==> config.mk <==
export PLATFORM = sky130hd
export DESIGN_NAME = keypad_receiver_flat
export DESIGN_NICKNAME = d
export VERILOG_FILES = /design/src/rtl/microwave_pkg.sv /design/src/rtl/keypad_receiver_if.sv /design/src/rtl/strobe_edge.sv /design/src/rtl/keypad_receiver.sv /design/src/flat_wrapper.sv
export SDC_FILE = /design/constraint.sdc
export NUM_CORES = 1
export LEC_CHECK = 0
export ABC_CLOCK_PERIOD_IN_PS = 2400
export BUFFER_PORTS_ARGS = -buffer_cell sky130_fd_sc_hd__buf_2
export CAP_MARGIN = 10
export CORE_MARGIN = 2
export CORE_UTILIZATION = 36
export CTS_CLUSTER_DIAMETER = 200
export DETAILED_ROUTE_END_ITERATION = 10
export GPL_TIMING_DRIVEN = 0
export SLEW_MARGIN = 40
export SYNTH_ARGS = -nofsm -noshare
export SYNTH_HDL_FRONTEND = slang
export SYNTH_SLANG_ARGS = --single-unit
==> constraint.sdc <==
create_clock -name clock -period 2.4 [get_ports clock]
set_clock_uncertainty 0.2 [all_clocks]
set_input_delay 0.36 -clock clock [delete_from_list [all_inputs] [get_ports clock]]
set_output_delay 0.36 -clock clock [all_outputs]
set_load 0.01 [all_outputs]
==> src/rtl/microwave_pkg.sv <==
// Shared types and constants for the keypad receiver: receiver state enum,
// BCD limits, preset width and a count-to-state helper.
package microwave_pkg;

   typedef enum logic [1:0] {
      EMPTY  = 2'd0,
      ENTRY  = 2'd1,
      FULL   = 2'd2,
      LOCKED = 2'd3
   } rx_state_t;

   localparam logic [3:0] BCD_MAX       = 4'd9;
   localparam logic [3:0] SEC_TENS_MAX  = 4'd5;
   localparam logic [1:0] PRESET_DIGITS = 2'd3;

   // Entry state implied by a digit count when entry is not locked.
   function automatic rx_state_t state_for_count(input logic [1:0] cnt);
      if (cnt == 2'd0)
         return EMPTY;
      else if (cnt == PRESET_DIGITS)
         return FULL;
      else
         return ENTRY;
   endfunction

endpackage

==> src/rtl/keypad_receiver_if.sv <==
// Encoder/timer-facing bundle of the keypad receiver. The master modport is
// the environment (encoder + timer); the slave modport is the receiver.
interface keypad_receiver_if;
   logic [3:0] number;
   logic       loadn;
   logic       pgt;
   logic       enable;
   logic       take;
   logic [3:0] preset_sec_ones;
   logic [3:0] preset_sec_tens;
   logic [3:0] preset_mins;
   logic [1:0] digit_count;
   logic       preset_valid;
   logic       entry_error;

   modport master (
      output number, loadn, pgt, enable, take,
      input  preset_sec_ones, preset_sec_tens, preset_mins,
             digit_count, preset_valid, entry_error
   );

   modport slave (
      input  number, loadn, pgt, enable, take,
      output preset_sec_ones, preset_sec_tens, preset_mins,
             digit_count, preset_valid, entry_error
   );
endinterface

==> src/rtl/strobe_edge.sv <==
// Rising-edge detector for the encoder load strobe, qualified by loadn.
// The history register resets high so a pgt held across reset is not an edge.
module strobe_edge (
   input  logic clock,
   input  logic clearn,
   input  logic pgt_i,
   input  logic loadn_i,
   output logic strobe_o
);

   logic pgt_q;

   always_ff @(posedge clock) begin
      if (!clearn)
         pgt_q <= 1'b1;
      else
         pgt_q <= pgt_i;
   end

   assign strobe_o = pgt_i & ~pgt_q & ~loadn_i;

endmodule

==> src/rtl/keypad_receiver.sv <==
// Keypad digit receiver: shifts strobed BCD digits into a mins:tens:ones preset
// with valid/take handshake and mag_on lockout. Optional KEYPAD_RANGE_CHECK_EN.
//
// state  | meaning
// EMPTY  | no digits entered
// ENTRY  | one or two digits entered
// FULL   | three digits entered, further strobes flag an error
// LOCKED | enable (mag_on) high, entry frozen
import microwave_pkg::*;

module keypad_receiver (
   input  logic              clock,
   input  logic              clearn,
   keypad_receiver_if.slave  bus
);

   rx_state_t  state_q, state_d, state_eff;
   logic [1:0] cnt_q, cnt_d;
   logic [3:0] mins_q, mins_d;
   logic [3:0] tens_q, tens_d;
   logic [3:0] ones_q, ones_d;
   logic       err_q, err_d;
   logic       strobe;
   logic       valid;
   logic       take_ok;
   logic       range_bad;

   strobe_edge u_strobe_edge (
      .clock    (clock),
      .clearn   (clearn),
      .pgt_i    (bus.pgt),
      .loadn_i  (bus.loadn),
      .strobe_o (strobe)
   );

`ifdef KEYPAD_RANGE_CHECK_EN
   assign range_bad = (bus.number > BCD_MAX);
   assign valid     = (cnt_q != 2'd0) & ~bus.enable & (tens_q <= SEC_TENS_MAX);
`else
   assign range_bad = 1'b0;
   assign valid     = (cnt_q != 2'd0) & ~bus.enable;
`endif

   assign take_ok = bus.take & valid;

   // On the cycle enable drops, behave according to the held count.
   assign state_eff = (state_q == LOCKED) ? state_for_count(cnt_q) : state_q;

   always_ff @(posedge clock) begin
      if (!clearn)
         state_q <= EMPTY;
      else
         state_q <= state_d;
   end

   always_comb begin
      state_d = state_for_count(cnt_d);
      if (bus.enable)
         state_d = LOCKED;
   end

   always_comb begin
      cnt_d  = cnt_q;
      mins_d = mins_q;
      tens_d = tens_q;
      ones_d = ones_q;
      err_d  = 1'b0;
      if (take_ok) begin
         cnt_d  = 2'd0;
         mins_d = 4'd0;
         tens_d = 4'd0;
         ones_d = 4'd0;
      end else if (strobe && !bus.enable) begin
         if (state_eff == FULL || range_bad) begin
            err_d = 1'b1;
         end else begin
            mins_d = tens_q;
            tens_d = ones_q;
            ones_d = bus.number;
            cnt_d  = cnt_q + 2'd1;
`ifdef KEYPAD_RANGE_CHECK_EN
            err_d  = (ones_q > SEC_TENS_MAX);
`endif
         end
      end
   end

   always_ff @(posedge clock) begin
      if (!clearn) begin
         cnt_q  <= 2'd0;
         mins_q <= 4'd0;
         tens_q <= 4'd0;
         ones_q <= 4'd0;
         err_q  <= 1'b0;
      end else begin
         cnt_q  <= cnt_d;
         mins_q <= mins_d;
         tens_q <= tens_d;
         ones_q <= ones_d;
         err_q  <= err_d;
      end
   end

   assign bus.preset_mins     = mins_q;
   assign bus.preset_sec_tens = tens_q;
   assign bus.preset_sec_ones = ones_q;
   assign bus.digit_count     = cnt_q;
   assign bus.preset_valid    = valid;
   assign bus.entry_error     = err_q;

endmodule
==> src/flat_wrapper.sv <==
// flat-port wrapper written by rule: the top's interface ports become plain ports
module keypad_receiver_flat 
  (clock, clearn, bus_number, bus_loadn, bus_pgt, bus_enable, bus_take, bus_preset_sec_ones, bus_preset_sec_tens, bus_preset_mins, bus_digit_count, bus_preset_valid, bus_entry_error);
  keypad_receiver_if bus_i ();
  input  logic clock;
  input  logic clearn;
  input wire logic [$bits(bus_i.number)-1:0] bus_number;
  input wire logic [$bits(bus_i.loadn)-1:0] bus_loadn;
  input wire logic [$bits(bus_i.pgt)-1:0] bus_pgt;
  input wire logic [$bits(bus_i.enable)-1:0] bus_enable;
  input wire logic [$bits(bus_i.take)-1:0] bus_take;
  output wire logic [$bits(bus_i.preset_sec_ones)-1:0] bus_preset_sec_ones;
  output wire logic [$bits(bus_i.preset_sec_tens)-1:0] bus_preset_sec_tens;
  output wire logic [$bits(bus_i.preset_mins)-1:0] bus_preset_mins;
  output wire logic [$bits(bus_i.digit_count)-1:0] bus_digit_count;
  output wire logic [$bits(bus_i.preset_valid)-1:0] bus_preset_valid;
  output wire logic [$bits(bus_i.entry_error)-1:0] bus_entry_error;
  assign bus_i.number = bus_number;
  assign bus_i.loadn = bus_loadn;
  assign bus_i.pgt = bus_pgt;
  assign bus_i.enable = bus_enable;
  assign bus_i.take = bus_take;
  assign bus_preset_sec_ones = bus_i.preset_sec_ones;
  assign bus_preset_sec_tens = bus_i.preset_sec_tens;
  assign bus_preset_mins = bus_i.preset_mins;
  assign bus_digit_count = bus_i.digit_count;
  assign bus_preset_valid = bus_i.preset_valid;
  assign bus_entry_error = bus_i.entry_error;
  keypad_receiver u_core (.clock(clock), .clearn(clearn), .bus(bus_i));
endmodule
# After elaboration in Yosys (flattened, before gate mapping)
# Cells that the tools add are included.
# word_totals
reg_bits	18
latchBits	0
ramBits	0
romBits	0
in_bits	10
out_inout_bits	16
wordCells	40
n_memories	0
# classes
n_addsub	1
mul	0
div_mod_pow	0
n_lt_le_gt_ge	0
eq_ne	4
shift	0
mux	10
bitwise_logic	10
reduce_logical	8
# ops
operator	n
2-bit two-way mux	9
2-bit equality test (second input constant)	4
1-bit inverter	6
1-bit bitwise AND	4
2-bit zero test	2
3-bit OR reduction	1
2-bit by 1-bit adder with 2-bit output (second input constant)	1
2-bit AND reduction	1
2-bit nonzero test	1
2-bit OR reduction	1
1-bit logical AND	1
1-bit zero test	1
1-bit two-way mux	1

# Logic depth before layout (Yosys ltp)
# depth
depth_word	12
ltp_mapped	8
mapped_depth_nobuf	8

# Modules after synthesis
# From an unflattened synthesis, not the netlist that was laid out.
# unflattened
cells_unflattened	92
hier_area_um2	913.4
# modules_own_cells
module	n_inst	cells_per_inst	area_each_um2	seq_area_each_um2
keypad_receiver	1	89	874.6	340.3
strobe_edge	1	3	38.8	20.0

# Worst setup path after synthesis
# OpenSTA, ideal clock, no wires.
# synth_path
path_kind	reg2reg
startpoint	reg u_core.cnt_q[0], in the netlist u_core.bus.digit_count[0]
endpoint	reg u_core.state_q[0]
arrival_ps	1870
t_required_ps	2085
setup_slack_ps	215
stages_incl_launch_ff	9
n_path_buf	0
path_cell_list	dfxtp_1 inv_1 ha_1 and2b_2 o21a_1 o21ai_0 a21oi_1 ha_1 o21a_1
# synth_via
elab_chain_cells	12
word_cells_on_any_way	18
classes_between	add/sub: 1; eq/ne: 3; mux: 9; bitwise: 2; reduce/logical: 3
# synth_lines
element	line_no	source
start: declaration	keypad_receiver.sv:18	logic [1:0] cnt_q, cnt_d;
start signal: assignment	keypad_receiver.sv:96	cnt_q <= cnt_d;
2-bit equality test	microwave_pkg.sv:20	else if (cnt == PRESET_DIGITS)
2-bit two-way mux	microwave_pkg.sv:20	
2-bit two-way mux	microwave_pkg.sv:18	if (cnt == 2'd0)
2-bit two-way mux	keypad_receiver.sv:47	assign state_eff = (state_q == LOCKED) ? state_for_count(cnt_q) : state_q;
2-bit equality test	keypad_receiver.sv:74	if (state_eff == FULL || range_bad) begin
2-bit two-way mux	keypad_receiver.sv:74	
2-bit two-way mux	keypad_receiver.sv:73	end else if (strobe && !bus.enable) begin
2-bit two-way mux *	keypad_receiver.sv:68	if (take_ok) begin
named net u_core.cnt_d[0]	keypad_receiver.sv:18	
2-bit equality test	microwave_pkg.sv:20	
2-bit two-way mux	microwave_pkg.sv:20	
2-bit two-way mux *	microwave_pkg.sv:18	
2-bit two-way mux *	keypad_receiver.sv:58	if (bus.enable)
end signal: assignment	keypad_receiver.sv:53	state_q <= state_d;
end: declaration	keypad_receiver.sv:17	rx_state_t state_q, state_d, state_eff;
# The timed path passes the listed nets; every way through them passes the cells marked *.
# A chain may end at the register's enable or synchronous reset.

# Worst setup path in the final report
# Same ends and word-level chain as after synthesis.

==> results.py <==
metrics = {
    "sta": {
        "grt_setup_unrepaired": "false",
        "maxSlewViolCount": 0,
        "hold_viol": 0,
        "timing.fmax_mhz": 444.1,
        "whs_ns": 0.06862,
        "fin_crit_ns": 2.252,
        "worst_pin_slew_ns": 0.5405,
        "slew-limit-headroom_pct": 63.46,
        "finalSetupViolations": 0,
        "finalCritPeriodShare_pct": 93.81,
        "finalSetupTns_ns": 0,
    },
    "synth": {
        "syn_area_per_cell_sq_um": 10.22,
        "syn_area_sq_um": 777.0,
        "synth.distinct_cells": 21,
        "synthTopCellsByArea": "dfxtp_1 (46%), mux2i_1 (15%), nand2_1 (7.7%), ha_1 (4.8%), buf_6 (2.9%)",
        "synthCells": 76,
        "synth-seq-cells": 18,
        "synth.top_cell.area_share_pct": 46.38,
        "synth-warning-count": 0,
        "ys_seq_area_share_pct": 46.38,
        "yosysTopAreaCell": "dfxtp_1",
        "syn-num-nets": 89,
    },
    "critical_path": {
        "cp-start-kind": "flop",
        "critPathMaxFanout": 4,
        "end_kind": "flop",
        "r2r-start": "u_core.bus.digit_count[0]",
        "path_class": "reg2reg",
        "crit_start": "u_core.bus.digit_count[0]",
        "critical_path_required_ns": 2.40,
        "cp.arrival_ns": 2.25,
    },
    "job": {
        "max_cap_viol_count": 0,
    },
    "detailed_routing": {
        "ant_nets": 0,
        "dr.first_iter.drc_count": 7,
        "drtPass1Iterations": 4,
        "drc": 0,
        "wl_per_cell_microns": 11.26,
        "routed_wl_microns": 1486,
        "vias_per_cell": 4.674,
        "num_vias": 617,
    },
    "layout": {
        "antenna_cells": 0,
        "final.fill_count": 205,
        "multi_input_area_sq_um": 366.6,
        "layout_common_cells": "buf_2 (25), dfxtp_1 (18), nand2_1 (16), mux2i_1 (12)",
        "fin_nets": 119,
        "drive_gt1_share_pct": 34.29,
        "seq_area_sq_um": 360.3,
        "area_delta_synth_final_pct": 25.60,
        "mostFrequentLayoutCell": "buf_2",
        "final_util_pct": 48.75,
    },
    "clocking": {
        "clk_pin_slew_ns": 0.10,
        "htree_levels": 1,
        "cts_made_buffers": 3,
        "worstSkewPairLatency_ns": 0.29,
        "cts_tree": "yes",
        "cts_num_sinks": 18,
        "postCtsSetupBuffers": 0,
        "clock_path_buffers": 2,
        "cts-root-buf": "clkbuf_4",
    },
    "hold_path": {
        "hold_path.class": "in2reg",
        "min_from": "clearn",
    },
    "placed_design": {
        "gp_congestion": 0.8614,
        "dp_hpwl_microns": 1157,
        "io_buffers": 25,
    },
    "global_route": {
        "grt.total_usage_pct": 14.16,
        "grt_start_max_net_pins": 11,
        "first_global_vias": 635,
        "antenna_found_initial": 0,
        "gr-total-overflow": 0,
        "grt_pass1_wl_microns": 2787,
    },
    "die": {
        "die_area_sq_mm": 0.002546,
        "num_rows": 16,
        "die_height_microns": 50.46,
        "core_region_area_sq_mm": 0.002002,
        "die_width_microns": 50.46,
        "initial_core_util_pct": 38.81,
        "pin_count": 26,
    },
    "power": {
        "irDropWorstVdd_mv": 0.4829,
        "power_density_mw_per_mm2": 536.6,
        "leakage_nw": 0.4325,
    },
    "status": {
        "outcome": "complete, no violations",
    },
}
## area by class of cell
cell class	count	share of cell area (%)
Buffer	3	4.359
Clock buffer	4	3.718
Multi-Input combinational cell	52	37.56
Sequential cell	18	36.92
Inverter	3	1.154
Timing Repair Buffer	25	12.82
Tap cell	27	3.462
## path summary, 6_finish.rpt
check	endpoint	slack (ns)	depth (start not counted)
worst min-delay path	u_core.u_strobe_edge.pgt_q	0.07	2
worst max-delay path	u_core.state_q[0]	0.15	8
worst min register to register	u_core.bus.preset_mins[1]	0.26	2
worst max register to register	u_core.state_q[0]	0.15	8
## stage by stage
step	std cells	area [sq um]	setup slack (ns)	power [mW]
2_1_floorplan	76	777.0	0.2154	0.3333
3_3_place_gp	128	935.9	0.1823	0.3471
3_5_place_dp	128	935.9	0.08998	0.3490
4_1_cts	132	972.2	0.08594	0.5294
5_1_grt	132	975.9	0.01492	0.5554
6_report	132	975.9	0.1485	0.5237
## power breakdown
part | internal (mW) | switching, mW | total [mW] | leakage (nW)
Combinational | 0.0184 | 0.0189 | 0.0373 | 0.266
Clock | 0.0924 | 0.0894 | 0.182 | 0.0210
Sequential | 0.303 | 0.00204 | 0.305 | 0.146
## kinds of logic (layout without fill, tap and decap cells)
logic type,count (synthesis),count (layout),synth area share [%]
AO/OA/AOI/OAI,10,10,8.050
multiplexers,12,12,15.46
buffers and inverters,6,35,6.924
adder cells (fa/ha/maj),3,3,4.831
flip-flops,18,18,46.38
AND/OR/NAND/NOR,27,27,18.36
## synthesized netlist by cell type, drive strengths merged
library cell / count
a21boi: 2
a21oi: 2
and2b: 1
and3: 1
buf: 3
dfxtp: 18
ha: 3
inv: 3
mux2i: 12
nand2: 16
nand2b: 1
nand3: 2
nor2: 2
nor2b: 1
nor3b: 1
nor4b: 1
o21a: 3
o21ai: 3
or4b: 1
## worst max-delay path: stages, from the launching register on
cell and delay, ns:
dfxtp_1 0.41, inv_1 0.08, ha_1 0.29, and2b_2 0.22, o21a_1 0.24, o21ai_1 0.19, a21oi_1 0.10, ha_1 0.28
o21a_1 0.16
## routing by layer
layer  vias to the layer above  share of wire, %  wire (microns)  global-route usage, %
met4                         0                 0               0                  1.802
met5                         -                 0               0                      0
met1                       276                42             628                  17.22
li1                        316                 -               -                      -
met3                         0               7.3             108                  5.060
met2                        25                50             749                  24.56
## what timing repair did
item                                   4_1_cts  5_1_grt
setup endpoints to repair                    0        2
resized for setup                            0        4
hold buffers                                 0        0
endpoints found under the hold margin        0        0
## flip-flops by register name (all words and copies together) (netlist names)
register,cells
u_core.state_q,2
u_core.bus.entry_error,1
u_core.bus.preset_sec_ones,4
u_core.bus.preset_mins,4
u_core.bus.digit_count,2
u_core.u_strobe_edge.pgt_q,1
u_core.bus.preset_sec_tens,4
No activity file was read; power rests on OpenSTA's default activity.
